[src/rtl/fetch_unit_if.sv]
// Instruction bus between the fetch unit (master) and the memory side (slave).
// Two-phase handshake: the request is accepted with addr_ok, and the word
// comes back with data_ok in the same or a later cycle.
interface fetch_unit_if;

  typedef struct packed {
    logic        valid;
    logic [31:0] addr;
  } ibus_req_t;

  typedef struct packed {
    logic        addr_ok;
    logic        data_ok;
    logic [31:0] data;
  } ibus_resp_t;

  ibus_req_t  ireq;
  ibus_resp_t iresp;

  modport master (output ireq, input iresp);
  modport slave  (input ireq, output iresp);

endinterface

[src/rtl/fetch_unit.sv]
// Instruction-fetch stage: commits a next-PC, issues one bus read and hands
// the fetched word plus its PC to decode over a valid/ready handshake.
//
// state  | meaning
// -------+-----------------------------------------------------------
// S_BOOT | just out of reset, launches the fetch at RESET_PC
// S_IDLE | waiting for a next-PC offer (in_ready=1)
// S_ADDR | request on the bus, waiting for addr_ok
// S_DATA | address accepted, waiting for data_ok
// S_DONE | result presented to decode, waiting for out_ready
module fetch_unit #(
  parameter logic [31:0] RESET_PC = 32'hbfc0_0000
) (
  input  logic        clk,
  input  logic        reset,
  input  logic        in_valid,
  output logic        in_ready,
  input  logic [31:0] in_pc,
  fetch_unit_if.master ibus,
  output logic        out_valid,
  input  logic        out_ready,
  output logic [31:0] out_pc,
  output logic [31:0] out_next_pc,
  output logic [31:0] out_instr,
  output logic        out_misaligned,
  output logic [31:0] perf_stall
);

  typedef enum logic [2:0] {
    S_BOOT = 3'd0,
    S_IDLE = 3'd1,
    S_ADDR = 3'd2,
    S_DATA = 3'd3,
    S_DONE = 3'd4
  } state_t;

  state_t      state, state_next;
  logic [31:0] pc, pc_next;
  logic [31:0] instr, instr_next;
  logic        misaligned, misaligned_next;
  logic [31:0] stall_next;

  // State and datapath registers; reset abandons any outstanding transaction.
  always_ff @(posedge clk) begin
    if (reset) begin
      state      <= S_BOOT;
      pc         <= RESET_PC;
      instr      <= '0;
      misaligned <= 1'b0;
      perf_stall <= '0;
    end else begin
      state      <= state_next;
      pc         <= pc_next;
      instr      <= instr_next;
      misaligned <= misaligned_next;
      perf_stall <= stall_next;
    end
  end

  // Next-state and register-update decode. A data_ok seen in S_ADDR without
  // addr_ok belongs to an abandoned request and is dropped.
  always_comb begin
    state_next      = state;
    pc_next         = pc;
    instr_next      = instr;
    misaligned_next = misaligned;
    stall_next      = perf_stall;
    case (state)
      S_BOOT: state_next = S_ADDR;
      S_IDLE: begin
        if (in_valid) begin
          pc_next = in_pc;
          if (in_pc[1:0] != 2'b00) begin
            misaligned_next = 1'b1;
            instr_next      = '0;
            state_next      = S_DONE;
          end else begin
            misaligned_next = 1'b0;
            state_next      = S_ADDR;
          end
        end
      end
      S_ADDR: begin
        if (ibus.iresp.addr_ok) begin
          if (ibus.iresp.data_ok) begin
            instr_next = ibus.iresp.data;
            state_next = S_DONE;
          end else begin
            state_next = S_DATA;
          end
        end else begin
          stall_next = perf_stall + 32'd1;
        end
      end
      S_DATA: begin
        if (ibus.iresp.data_ok) begin
          instr_next = ibus.iresp.data;
          state_next = S_DONE;
        end else begin
          stall_next = perf_stall + 32'd1;
        end
      end
      S_DONE: begin
        if (out_ready) state_next = S_IDLE;
      end
      default: state_next = S_BOOT;
    endcase
  end

  // Handshake outputs decode only the registered state; reset forces them low
  // so nothing leaks out before the first clock edge has loaded S_BOOT.
  always_comb begin
    ibus.ireq.valid = (state == S_ADDR) && !reset;
    ibus.ireq.addr  = pc;
    in_ready        = (state == S_IDLE) && !reset;
    out_valid       = (state == S_DONE) && !reset;
  end

  assign out_pc         = pc;
  assign out_next_pc    = pc + 32'd4;
  assign out_instr      = instr;
  assign out_misaligned = misaligned;

endmodule

[src/flat_wrapper.sv]
// flat-port wrapper written by rule: the top's interface ports become plain ports
module fetch_unit_flat 
#(
  parameter logic [31:0] RESET_PC = 32'hbfc0_0000
)
  (clk, reset, in_valid, in_ready, in_pc, out_valid, out_ready, out_pc, out_next_pc, out_instr, out_misaligned, perf_stall, ibus_ireq, ibus_iresp);
  fetch_unit_if ibus_i ();
  input  logic clk;
  input  logic reset;
  input  logic in_valid;
  output logic in_ready;
  input  logic [31:0] in_pc;
  output logic out_valid;
  input  logic out_ready;
  output logic [31:0] out_pc;
  output logic [31:0] out_next_pc;
  output logic [31:0] out_instr;
  output logic out_misaligned;
  output logic [31:0] perf_stall;
  output wire logic [$bits(ibus_i.ireq)-1:0] ibus_ireq;
  input wire logic [$bits(ibus_i.iresp)-1:0] ibus_iresp;
  assign ibus_ireq = ibus_i.ireq;
  assign ibus_i.iresp = ibus_iresp;
  fetch_unit #(.RESET_PC(RESET_PC)) u_core (.clk(clk), .reset(reset), .in_valid(in_valid), .in_ready(in_ready), .in_pc(in_pc), .ibus(ibus_i), .out_valid(out_valid), .out_ready(out_ready), .out_pc(out_pc), .out_next_pc(out_next_pc), .out_instr(out_instr), .out_misaligned(out_misaligned), .perf_stall(perf_stall));
endmodule
[config.mk]
export PLATFORM = sky130hd
export DESIGN_NAME = fetch_unit_flat
export DESIGN_NICKNAME = d
export VERILOG_FILES = /design/src/rtl/fetch_unit_if.sv /design/src/rtl/fetch_unit.sv /design/src/flat_wrapper.sv
export SDC_FILE = /design/constraint.sdc
export NUM_CORES = 1
export LEC_CHECK = 0
export BUFFER_PORTS_ARGS = -buffer_cell sky130_fd_sc_hd__buf_2
export CAP_MARGIN = 25
export CORE_AREA = 4 4 114 116
export CTS_BUF_LIST = sky130_fd_sc_hd__clkbuf_8
export DETAILED_ROUTE_END_ITERATION = 6
export DIE_AREA = 0 0 118 120
export PLACE_DENSITY = 0.78
export RECOVER_POWER = 50
export SYNTH_ARGS = -nofsm -noshare
export SYNTH_HDL_FRONTEND = slang
export SYNTH_SLANG_ARGS = --single-unit
[constraint.sdc]
create_clock -name clk -period 1.8 [get_ports clk]
set_input_delay 0.18 -clock clk [delete_from_list [all_inputs] [get_ports clk]]
set_output_delay 0.18 -clock clk [all_outputs]
set_load 0.1 [all_outputs]
# ---- Word-level counts from Yosys, hierarchy flattened
# Cells that the tools add are included.
# W data, S select, Z words.
dict set report word_totals {
  reg_bits 100
  word_cells 46
  in_bits 70
  output_inout_bits 164
}
dict set report op_classes {
  n_addsub 2
  reduce_logical 12
  eq_ne 11
  muxes 16
}
# operator count
set ops {}
lappend ops {{$mux W32} 6}
lappend ops {{$pmux W32 S3} 1}
lappend ops {{$pmux W32 S2} 1}
lappend ops {{$add A32 B1 Y32 const B} 1}
lappend ops {{$add A32 B3 Y32 const B} 1}
lappend ops {{$mux W3} 6}
lappend ops {{$pmux W3 S5} 1}
lappend ops {{$ne A2 B2 Y1 const B} 6}
lappend ops {{$reduce_and A4 Y1} 2}
lappend ops {{$eq A3 B2 Y1 const B} 2}
lappend ops {{$reduce_bool A2 Y1} 2}
lappend ops {{$eq A3 B1 Y1 const B} 1}
lappend ops {{$eq A3 B3 Y1 const B} 1}
lappend ops {{$logic_and A1 B1 Y1} 3}
lappend ops {{$logic_not A3 Y1} 1}
lappend ops {{$reduce_and A3 Y1} 1}
lappend ops {{$reduce_bool A3 Y1} 1}
lappend ops {{$ne A2 B1 Y1 const B} 1}
lappend ops {{$reduce_and A2 Y1} 1}
lappend ops {{$logic_not A1 Y1} 1}
lappend ops {{$mux W1} 1}

# ---- Longest topological paths before layout
# Gate-level depths: netlist of the first run.
dict set report depth {
  ltp_word 4
  mapped_depth 8
  depth_no_buf 5
}

# ---- Worst setup path before layout of the first run
# Ideal clock, no wire load.
dict set report synth_path {
  path_kind {register to output}
  startpoint {reg u_core.pc[2], in the netlist u_core.out_pc[2]}
  endpoint {out out_next_pc[30]}
  slack_ns -2.034
  arrival_ns 3.654
  path_stages_with_launch 6
  required_time_ns 1.620
  cell_sequence {dfxtp_1 ha_1 and4_1 nand4_2 nor4_1 xor2_1}
}
dict set report synth_via {
  elab_chain_cells 1
}
# element line_no
set synth_lines {}
lappend synth_lines {{start, declared} fetch_unit.sv:38} ;# logic [31:0] pc, pc_next;
lappend synth_lines {{start signal, assigned} fetch_unit.sv:53} ;# pc <= pc_next;
lappend synth_lines {{$add A32 B3 Y32} fetch_unit.sv:120} ;# assign out_next_pc = pc + 32'd4;
lappend synth_lines {{end, declared} flat_wrapper.sv:16} ;# output logic [31:0] out_next_pc;
# No other way between the ends.

# ---- Worst setup path after layout of the first run
dict set report layout_path {
  startpoint {reg u_core.pc[3], in the netlist u_core.out_pc[3]}
  endpoint {out out_next_pc[18]}
}
# Same word-level chain as after synthesis.

==> results.py, run 1 <==
metrics = {
    "power_and_ir_drop": {
        "p_sw_uw": 2070,
        "sw_frac_of_total": 0.384,
        "power.clock.fraction": 0.268,
        "max-vdd-ir-drop_uv": 461,
        "cellLeakagePower_uw": 0.00367,
        "sequential_share_of_power": 0.422,
        "intPower_uw": 3320,
        "p_comb_frac": 0.310,
        "power_per_cell_area_nw_per_um2": 629,
    },
    "setup_path": {
        "critical_path.top_delay_family": "simple AND/OR/NAND/NOR gates",
        "worst-path-buf-inv": 3,
        "startpoint_type": "flop",
        "worst-setup-path-type": "flop to output port",
        "timing.critical_path.slowest_cell_delay_ps": 380,
        "critical_path.max_fanout": 5,
        "worst_ep_required_time_ps": 1620,
        "critical-path-top-cell-by-count": "sky130_fd_sc_hd__buf_6",
        "endpoint_kind": "output port",
        "crit_slowest_cell": "sky130_fd_sc_hd__dfxtp_4",
        "critPathArrivalTime_ps": 2070,
        "crit_path_cell_trace": "ha_4 -> and4_4 -> nand4_4 -> buf_6 -> nor3_4 -> buf_6 -> xor2_4 -> buf_12",
    },
    "synthesis": {
        "async_reset_ff_frac": 0,
        "postSynthAreaPerCell_um2": 8.16,
        "yosysMostFrequentCell": "sky130_fd_sc_hd__dfxtp_1",
        "yosysWarnings": 0,
        "ys_types": 47,
        "synthDominantCellAreaShare": 0.384,
        "yosys_register_bits": 100,
        "synth_top_cell_by_area": "sky130_fd_sc_hd__dfxtp_1",
        "syn-num-nets": 711,
        "netlist_top_cells_count": "100 x sky130_fd_sc_hd__dfxtp_1, 82 x sky130_fd_sc_hd__nand2_1, 72 x sky130_fd_sc_hd__a21oi_1",
        "ys_seq_area_frac": 0.384,
        "post_synth_inst_count": 639,
        "synth_edf_count": 0,
        "dominantRegCellSynth": "sky130_fd_sc_hd__dfxtp_1",
        "synth.top_cells.by_area": "sky130_fd_sc_hd__dfxtp_1 38%, sky130_fd_sc_hd__a21oi_1 6.9%, sky130_fd_sc_hd__nand2_1 5.9%",
        "netlist_area_um2": 5210,
    },
    "final_layout": {
        "post-route-util": 0.718,
        "nNetsFinal": 955,
        "drive_above_1_share": 0.551,
        "areaGrowthSynthToFinish_pct": 64.2,
        "antenna-diode-count": 0,
    },
    "run": {
        "max_cap_violations": 0,
    },
    "die": {
        "fp.dieArea_um2": 14200,
        "floorplan.die.height_um": 120,
        "io_pins": 234,
        "die-width_um": 118,
        "floorplan.rows": 40,
        "start_util": 0.437,
        "core_box_area_um2": 11900,
    },
    "place": {
        "detailedPlacementHpwl_um": 12900,
        "detailedPlace.worstSlack_ps": -191,
        "globalplace.congestion": 0.832,
        "numPortBuffers": 233,
    },
    "run_status": {
        "failed_checks": "negative setup slack",
        "status": "complete, but fails checks",
    },
    "timing": {
        "grt_setup_unrepaired": "yes",
        "setup-violations-final": 27,
        "max_slew.worst_pin.slew_ps": 716,
        "maxSlewViolCount": 0,
        "finalWorstSetupSlack_ps": -450,
        "finalWorstPathRequiredPeriod_ps": 2250,
        "slew_headroom": 0.523,
        "finalHoldViolCount": 0,
        "maxClockFrequency_mhz": 444,
        "final.period_utilization": 1.25,
        "finalClockSkew_ps": 12.9,
    },
    "global_route": {
        "grt-busiest-layer": "met2",
        "global_route_wire_length_before_repair_um": 28300,
        "globalRouteTotalUtil": 0.237,
        "met3_usage": 0.0589,
        "met2_track_demand_over_resource_in_global_routing": 0.422,
        "grt_start_max_net_pins": 64,
        "gr-usage-met1": 0.273,
        "vias_in_the_first_global_route": 5765,
        "grt_antenna_before_repair": 0,
        "residual_overflow_from_global_routing": 0,
    },
    "detailed_routing": {
        "avgViaCountPerCell": 5.57,
        "vias": 5767,
        "ant_nets": 0,
        "detailedRoute.firstIterationViolations": 334,
        "routed_wire_length_um": 17400,
        "routed_wire_length_per_instance_um": 16.8,
        "post-route-drc-count": 0,
        "detailedRoute.firstPassIterationCount": 5,
    },
    "clock_tree": {
        "cts_tree": "built",
        "tritoncts_buffers": 9,
        "clkSlewWorstSetupHoldPaths_ps": 100,
        "insertion_delay_ps": 370,
        "cts.path.max_buffers": 2,
        "cts_root_buf": "sky130_fd_sc_hd__clkbuf_8",
        "cts_htree_levels": 3,
        "clock_sinks": 100,
    },
    "worst_hold_path": {
        "timing.hold.worst.class": "input pin to flop",
    },
}
## cell type report
type / instances / area [um2]
Sequential cell: 100 / 2200
Tap cell: 147 / 184
Fill cell: 862 / 3350
Multi-Input combinational cell: 451 / 3600
Clock buffer: 9 / 124
Clock inverter: 7 / 73.8
Inverter: 7 / 26.3
Timing Repair Buffer: 314 / 2350
## sequential cells by signal (all words and copies together), names as in the netlist
name,count
u_core.out_pc,32
u_core.out_misaligned,1
u_core.state,3
u_core.out_instr,32
u_core.perf_stall,32
## worst reg2reg max path, delay by kind of cell, from the launching register on
family                 cells  cell delay, ps
buffers and inverters      1             190
and+or+nand+nor            2             650
DFF                        1             400
AOI/OAI and AO/OA          1             100
muxes                      1             380
## final timing paths
check	end	from	slack (ps)	cells past startpoint
max	out_next_pc[18]	u_core.out_pc[3]	-450	8
min	u_core.out_pc[4]	in_pc[4]	40	3
max reg2reg	u_core.perf_stall[22]	u_core.state[0]	-10	5
min reg2reg	u_core.out_instr[17]	u_core.out_instr[17]	480	2
## placed cells by master, fill, tap and decap left out, types with 6 or more instances in the layout
cell                       instances
sky130_fd_sc_hd__dfxtp_1          39
sky130_fd_sc_hd__clkbuf_2        105
sky130_fd_sc_hd__dfxtp_2          11
sky130_fd_sc_hd__o31ai_1          11
sky130_fd_sc_hd__a21oi_1          68
sky130_fd_sc_hd__buf_4            60
sky130_fd_sc_hd__buf_2            96
sky130_fd_sc_hd__nor2b_1          13
sky130_fd_sc_hd__o21ai_0          34
sky130_fd_sc_hd__buf_6            14
sky130_fd_sc_hd__nand3_1          24
sky130_fd_sc_hd__or4_1             7
sky130_fd_sc_hd__xor2_4           14
sky130_fd_sc_hd__inv_1             8
sky130_fd_sc_hd__nor3_4            8
sky130_fd_sc_hd__xor2_1            6
sky130_fd_sc_hd__and4_1            6
sky130_fd_sc_hd__clkbuf_8          9
sky130_fd_sc_hd__nand4_1          44
sky130_fd_sc_hd__nand3b_1         10
sky130_fd_sc_hd__nor2_1           20
sky130_fd_sc_hd__mux2_2            8
sky130_fd_sc_hd__nor4_4            6
sky130_fd_sc_hd__dfxtp_4          50
sky130_fd_sc_hd__xnor2_4          10
sky130_fd_sc_hd__buf_12           33
sky130_fd_sc_hd__nand2_1          79
sky130_fd_sc_hd__nor4_2            6
## power by group through the flow
stage | logic [uW] | registers [uW] | clock network (uW)
finish | 1670 | 2270 | 1440
detailed placement | 1610 | 2320 | 0
CTS | 1620 | 2270 | 1500
global placement | 1590 | 2320 | 0
global route | 1750 | 2290 | 1570
floorplan | 813 | 2700 | 0
## per-stage QoR
stage / total power, uW / cell area, um2 / hold slack, ps / setup TNS [ps] / std cells
2_1_floorplan: 3510 / 6150 / 304 / -11380 / 639
3_3_place_gp: 3900 / 8020 / 398 / -581 / 1007
3_5_place_dp: 3940 / 8020 / 411 / -1150 / 1007
4_1_cts: 5390 / 8330 / 14.0 / -7890 / 1027
5_1_grt: 5610 / 8560 / 23.5 / -11580 / 1035
6_report: 5390 / 8560 / 39.4 / -7270 / 1035
## repair_timing
| action | in CTS | in global routing |
|---|---|---|
| setup endpoints to repair | 31 | 44 |
| endpoints found under the hold margin | 0 | 0 |
| cloned | 0 | 3 |
| pin swaps | 12 | 13 |
| hold buffers | 0 | 0 |
| resized for setup | 23 | 34 |
| buffers inserted | 4 | 5 |
## kinds of logic after synthesis
group	after synthesis	synth area share
DFF	100	0.384
muxes	13	0.0279
adders and majority gates	2	0.00480
AOI/OAI and AO/OA	125	0.128
and+or+nand+nor	277	0.302
xor gates and xnor gates	33	0.0555
buffers and inverters	89	0.0977
## routing by layer
| layer | vias to the layer above | wire length (um) |
|---|---|---|
| li1 | 2750 | - |
| met1 | 2746 | 6640 |
| met2 | 236 | 9140 |
| met3 | 35 | 1220 |
| met4 | 0 | 429 |
| met5 | - | 0 |
Note: power is estimated with default switching activity, not from simulation.
==> inputs of run 2 (changes only) <==
--- a/config.mk
+++ b/config.mk
@@ -11,6 +11,7 @@
 export CTS_BUF_LIST = sky130_fd_sc_hd__clkbuf_8
 export DETAILED_ROUTE_END_ITERATION = 6
 export DIE_AREA = 0 0 118 120
+export MAX_ROUTING_LAYER = met4
 export PLACE_DENSITY = 0.78
 export RECOVER_POWER = 50
 export SYNTH_ARGS = -nofsm -noshare
==> constraint.sdc (replaced) <==
create_clock -name clk -period 1.8 [get_ports clk]
set_input_delay 0.36 -clock clk [delete_from_list [all_inputs] [get_ports clk]]
set_output_delay 0.36 -clock clk [all_outputs]
set_load 0.1 [all_outputs]
==> run 2 against run 1 <==
  * The flow still finishes with violations (negative setup slack)
  * Non-clock buffer count rose by 34
  * Combinational power increased by 13%
  * Register-to-register slack got worse by 110 ps
  * Wire length increased by 15%
  * Clock-buffer cell count stayed put
  * Critical path depth did not move
  * Global-route usage grew 1.4 points
  * First-iteration DRC count increased by 72%
  * Core utilization rose by 5.8 points
  * Final area rose by 8.1%
==> results.py, run 2 (synthesis gave the netlist of run 1 again) <==
metrics = {
    "detailed_routing": {
        "met3_length_um": 1550,
        "routed_wire_length_per_instance_um": 18.7,
        "routed_wire_length_um": 20000,
        "detailedRoute.firstPassIterationCount": 6,
        "detailedRoute.firstIterationViolations": 575,
        "avgViaCountPerCell": 5.76,
        "post-route-drc-count": 0,
        "met1Wirelength_um": 7650,
        "vias": 6174,
        "detailroute.wirelength.met2_um": 10200,
        "ant_nets": 0,
        "highest_layer": "met4",
    },
    "clock_tree": {
        "insertion_delay_ps": 370,
        "cts_root_buf": "sky130_fd_sc_hd__clkbuf_8",
        "cts_tree": "built",
        "clkSlewWorstSetupHoldPaths_ps": 110,
        "clock_sinks": 100,
        "cts.hold.buffers_added": 0,
        "cts_htree_levels": 3,
        "cts.path.max_buffers": 2,
        "tritoncts_buffers": 9,
    },
    "place": {
        "numPortBuffers": 233,
        "detailedPlacementHpwl_um": 13000,
        "globalplace.congestion": 0.858,
        "dpl.cell_count": 1020,
    },
    "final_layout": {
        "layout.cells.most_common": "sky130_fd_sc_hd__buf_2",
        "multi_input_area_um2": 3910,
        "seq_area_um2": 2200,
        "drive_above_1_share": 0.597,
        "areaGrowthSynthToFinish_pct": 77.5,
        "nNetsFinal": 990,
        "most-common-layout-cells": "165 x sky130_fd_sc_hd__buf_2, 79 x sky130_fd_sc_hd__buf_4, 78 x sky130_fd_sc_hd__nand2_1, 64 x sky130_fd_sc_hd__a21oi_1, 49 x sky130_fd_sc_hd__dfxtp_4",
        "stdcell_count": 1071,
        "layout_fillers": 727,
    },
    "global_route": {
        "global_route_wire_length_before_repair_um": 28900,
        "globalRouteTotalUtil": 0.251,
        "vias_in_the_first_global_route": 5879,
        "grt_start_max_net_pins": 75,
        "grt_antenna_before_repair": 1,
        "residual_overflow_from_global_routing": 0,
    },
    "timing": {
        "finalWorstSetupSlack_ps": -590,
        "final.period_utilization": 1.33,
        "maxSlewViolCount": 0,
        "finalClockSkew_ps": 18.7,
        "maxClockFrequency_mhz": 418,
        "finalHoldViolCount": 0,
        "setup-violations-final": 44,
        "slew_headroom": 0.626,
        "max_slew.worst_pin.slew_ps": 563,
        "finalWorstPathRequiredPeriod_ps": 2390,
        "grt_setup_unrepaired": "yes",
    },
    "die": {
        "floorplan.die.height_um": 120,
        "core_box_area_um2": 11900,
        "die-width_um": 118,
        "fp.dieArea_um2": 14200,
        "io_pins": 234,
        "start_util": 0.437,
        "floorplan.rows": 40,
    },
    "setup_path": {
        "endpoint_kind": "output port",
        "timing.critical_path.slowest_cell_delay_ps": 380,
        "critical_path.max_fanout": 7,
        "worst_ep_required_time_ps": 1440,
        "startpoint_type": "flop",
        "worst-setup-path-type": "flop to output port",
        "critPathArrivalTime_ps": 2030,
        "crit_slowest_cell": "sky130_fd_sc_hd__dfxtp_4",
        "crit_path_cell_trace": "ha_4 -> and4_4 -> nand4_4 -> buf_12 -> nor3_2 -> buf_4 -> xor2_4 -> buf_12",
        "critical-path-top-cell-by-count": "sky130_fd_sc_hd__buf_12",
    },
    "power_and_ir_drop": {
        "cellLeakagePower_uw": 0.00408,
        "power_per_cell_area_nw_per_um2": 614,
        "p_total_uw": 5680,
        "max-vdd-ir-drop_uv": 593,
    },
    "worst_hold_path": {
        "timing.hold.worst.class": "input pin to flop",
    },
    "run_status": {
        "status": "complete, but fails checks",
        "failed_checks": "negative setup slack",
    },
    "run": {
        "max_cap_violations": 0,
    },
}
run 2: cell count changes in the layout (fill, tap and decap cells not counted), sizes merged:
cell,delta
inv,+1
clkbuf,-70
clkinv,-1
buf,+104
diode,+1
nand3,+1
run 2: metrics by stage:
stage	cell area [um2]	setup TNS [ps]	hold WS (ps)	setup slack (ps)	utilization
6_report	9250	-11830	204	-590	0.776
5_1_grt	9250	-15460	204	-680	0.776
4_1_cts	8690	-11990	189	-590	0.730
3_5_place_dp	8180	-7290	465	-289	0.686
3_3_place_gp	8180	-5850	454	-262	0.686
2_1_floorplan	6170	-16660	484	-819	-
run 2: final timing paths:
| kind | start | depth (start not counted) | end | slack [ps] |
|---|---|---|---|---|
| setup / recovery | u_core.out_pc[3] | 8 | out_next_pc[18] | -590 |
| setup reg to reg | u_core.state[1] | 7 | u_core.perf_stall[20] | -120 |
| hold reg to reg | u_core.out_instr[14] | 2 | u_core.out_instr[14] | 490 |
| hold / removal | in_pc[31] | 3 | u_core.out_pc[31] | 200 |
run 2: report_power, final:
group / total (uW) / switching [uW] / internal (uW)
clock: 1530 / 862 / 668
combinational: 1880 / 1310 / 573
sequential: 2270 / 53.1 / 2210
total: 5680 / 2230 / 3460
run 2: cell type report:
class	count	share of cell area
clock inverters	7	0.00852
clock buffers	9	0.0134
inverters	7	0.00284
flip-flops and latches	100	0.238
diodes	1	0.000271
repair buffers	348	0.294
well taps	147	0.0199
multi-input cells	452	0.423
run 2: critical path, delay by kind of cell (launching register included):
family,cells,cell delay (ps)
xor+xnor,1,160
simple gates,3,450
flops,1,380
fa+ha+maj,1,140
buf+inv,3,530
run 2: what timing repair did:
| item | CTS | global route |
|---|---|---|
| setup endpoints to repair | 52 | 89 |
| gates cloned | 1 | 3 |
| pin swaps | 23 | 38 |
| buffers inserted | 14 | 24 |
| gates resized for setup | 47 | 98 |
run 2: metal layers:
layer / track usage / up-vias
li1: - / 2842
met1: 0.290 / 2916
met2: 0.440 / 352
met3: 0.0490 / 64
met4: 0.0791 / 0
met5: - / -
==> inputs of run 3 (changes only) <==
--- a/config.mk
+++ b/config.mk
@@ -14,6 +14,7 @@
 export MAX_ROUTING_LAYER = met4
 export PLACE_DENSITY = 0.78
 export RECOVER_POWER = 50
+export SKIP_CTS_REPAIR_TIMING = 1
 export SYNTH_ARGS = -nofsm -noshare
 export SYNTH_HDL_FRONTEND = slang
 export SYNTH_SLANG_ARGS = --single-unit
==> run 3 against run 2 <==
  * The flow still finishes with violations (negative setup slack)
  * Critical path type unchanged
  * Via count down 1.9%
  * Clock power barely moved
  * Register-to-register slack worse by 170 ps
==> results.py, run 3 (synthesis gave the netlist of run 1 again) <==
metrics = {
    "run_status": {
        "status": "complete, but fails checks",
        "failed_checks": "negative setup slack",
    },
    "clock_tree": {
        "clock_sinks": 100,
        "tritoncts_buffers": 9,
        "cts_root_buf": "sky130_fd_sc_hd__clkbuf_8",
        "insertion_delay_ps": 370,
        "cts_tree": "built",
        "clkSlewWorstSetupHoldPaths_ps": 110,
        "cts.path.max_buffers": 2,
        "cts_htree_levels": 3,
    },
    "detailed_routing": {
        "detailedRoute.firstPassIterationCount": 5,
        "post-route-drc-count": 0,
        "avgViaCountPerCell": 5.74,
        "vias": 6057,
        "ant_nets": 0,
        "routed_wire_length_per_instance_um": 18.0,
        "detailedRoute.firstIterationViolations": 505,
        "routed_wire_length_um": 19100,
    },
    "power_and_ir_drop": {
        "max-vdd-ir-drop_uv": 596,
        "sequential_share_of_power": 0.401,
        "intPower_uw": 3430,
        "p_sw_uw": 2220,
        "power.clock.fraction": 0.269,
        "cellLeakagePower_uw": 0.00390,
        "sw_frac_of_total": 0.392,
        "power_per_cell_area_nw_per_um2": 626,
        "p_comb_frac": 0.330,
    },
    "setup_path": {
        "worst_ep_required_time_ps": 1440,
        "worst-setup-path-type": "flop to output port",
        "r2r-start": "u_core.state[0]",
        "startpoint_type": "flop",
        "startpoint_of_the_most_critical_setup_path": "u_core.out_pc[3]",
        "endpoint_kind": "output port",
        "critPathArrivalTime_ps": 2060,
        "critical_path.max_fanout": 7,
    },
    "timing": {
        "finalWorstSetupSlack_ps": -617,
        "maxSlewViolCount": 0,
        "finalHoldViolCount": 0,
        "maxClockFrequency_mhz": 414,
        "final.period_utilization": 1.34,
        "setup-violations-final": 59,
        "max_slew.worst_pin.slew_ps": 567,
        "finalWorstPathRequiredPeriod_ps": 2420,
        "grt_setup_unrepaired": "yes",
        "finalClockSkew_ps": 10.8,
        "slew_headroom": 0.624,
    },
    "global_route": {
        "vias_in_the_first_global_route": 5640,
        "grt_start_max_net_pins": 75,
        "residual_overflow_from_global_routing": 0,
        "globalRouteTotalUtil": 0.236,
        "grt_antenna_before_repair": 1,
        "global_route_wire_length_before_repair_um": 27300,
    },
    "die": {
        "io_pins": 234,
        "start_util": 0.437,
        "die-width_um": 118,
        "fp.dieArea_um2": 14200,
        "core_box_area_um2": 11900,
        "floorplan.die.height_um": 120,
        "floorplan.rows": 40,
    },
    "run": {
        "max_cap_violations": 0,
    },
    "final_layout": {
        "layout.cells.most_common": "sky130_fd_sc_hd__buf_2",
        "nNetsFinal": 975,
        "final_design_area_no_fill_um2": 9020,
        "layout_fillers": 757,
        "drive_above_1_share": 0.580,
        "post-route-util": 0.757,
        "most-common-layout-cells": "115 x sky130_fd_sc_hd__buf_2, 85 x sky130_fd_sc_hd__clkbuf_2, 79 x sky130_fd_sc_hd__nand2_1, 73 x sky130_fd_sc_hd__buf_4, 65 x sky130_fd_sc_hd__a21oi_1",
        "areaGrowthSynthToFinish_pct": 73.0,
    },
    "worst_hold_path": {
        "min_from": "in_pc[31]",
        "timing.hold.worst.class": "input pin to flop",
    },
    "place": {
        "globalplace.congestion": 0.858,
        "post_dp_cell_area_um2": 8180,
        "detailedPlacementHpwl_um": 13000,
        "numPortBuffers": 233,
    },
}
[run 3: cell count changes in the layout (fill, tap and decap cells not counted), sizes merged]
cell | previous run | this run
a31oi | 1 | 3
buf | 307 | 244
clkbuf | 50 | 98
nand3 | 28 | 27
nand4 | 49 | 48
[run 3: worst max-delay path, cell delays in order, from the launching register on]
cell and delay [ps]:
sky130_fd_sc_hd__dfxtp_4 380, sky130_fd_sc_hd__ha_4 130, sky130_fd_sc_hd__and4_4 240, sky130_fd_sc_hd__nand4_4 150, sky130_fd_sc_hd__buf_12 190, sky130_fd_sc_hd__nor3_2 100
sky130_fd_sc_hd__buf_4 150, sky130_fd_sc_hd__xor2_4 160, sky130_fd_sc_hd__buf_12 190
[run 3: path summary, 6_finish.rpt]
| check | slack [ps] | depth (start not counted) | end |
|---|---|---|---|
| min | 200 | 3 | u_core.out_pc[31] |
| max reg2reg | -290 | 5 | u_core.perf_stall[22] |
| min reg2reg | 490 | 2 | u_core.out_instr[10] |
| max | -620 | 8 | out_next_pc[20] |
[run 3: layout make-up]
cell class / instances / area [um2] / area share
timing repair buffer: 333 / 2540 / 0.282
multi-input combinational: 452 / 3850 / 0.427
inverter: 7 / 26.3 / 0.00291
sequential: 100 / 2200 / 0.245
tap: 147 / 184 / 0.0204
clock inverter: 7 / 78.8 / 0.00874
antenna: 1 / 2.50 / 0.000278
clock buffer: 9 / 124 / 0.0137
[run 3: stage by stage]
stage                     hold slack [ps]  setup slack (ps)  power (uW)  setup TNS, ps  std cells
after detailed placement              465              -289        3950          -7290       1020
after CTS                             189              -701        5450         -16830       1036
after global routing                  202              -731        5880         -24390       1056
after global placement                454              -262        3920          -5850       1020
final                                 201              -617        5650         -15900       1056
after floorplan                       484              -819        3520         -16660        639
[run 3: power by group through the flow]
stage	clock network (uW)	registers, uW	logic (uW)
2_1_floorplan	0	2700	818
3_3_place_gp	0	2310	1610
3_5_place_dp	0	2310	1640
4_1_cts	1540	2260	1640
5_1_grt	1660	2280	1950
6_report	1520	2270	1860
[run 3: metal layers]
layer | wire length (um) | GRT usage | share of wire | up-vias
met4 | 642 | 0.0762 | 0.034 | 0
li1 | - | - | - | 2786
met3 | 1270 | 0.0471 | 0.067 | 58
met1 | 7530 | 0.280 | 0.40 | 2904
met2 | 9610 | 0.406 | 0.50 | 309
met5 | 0 | - | 0 | -
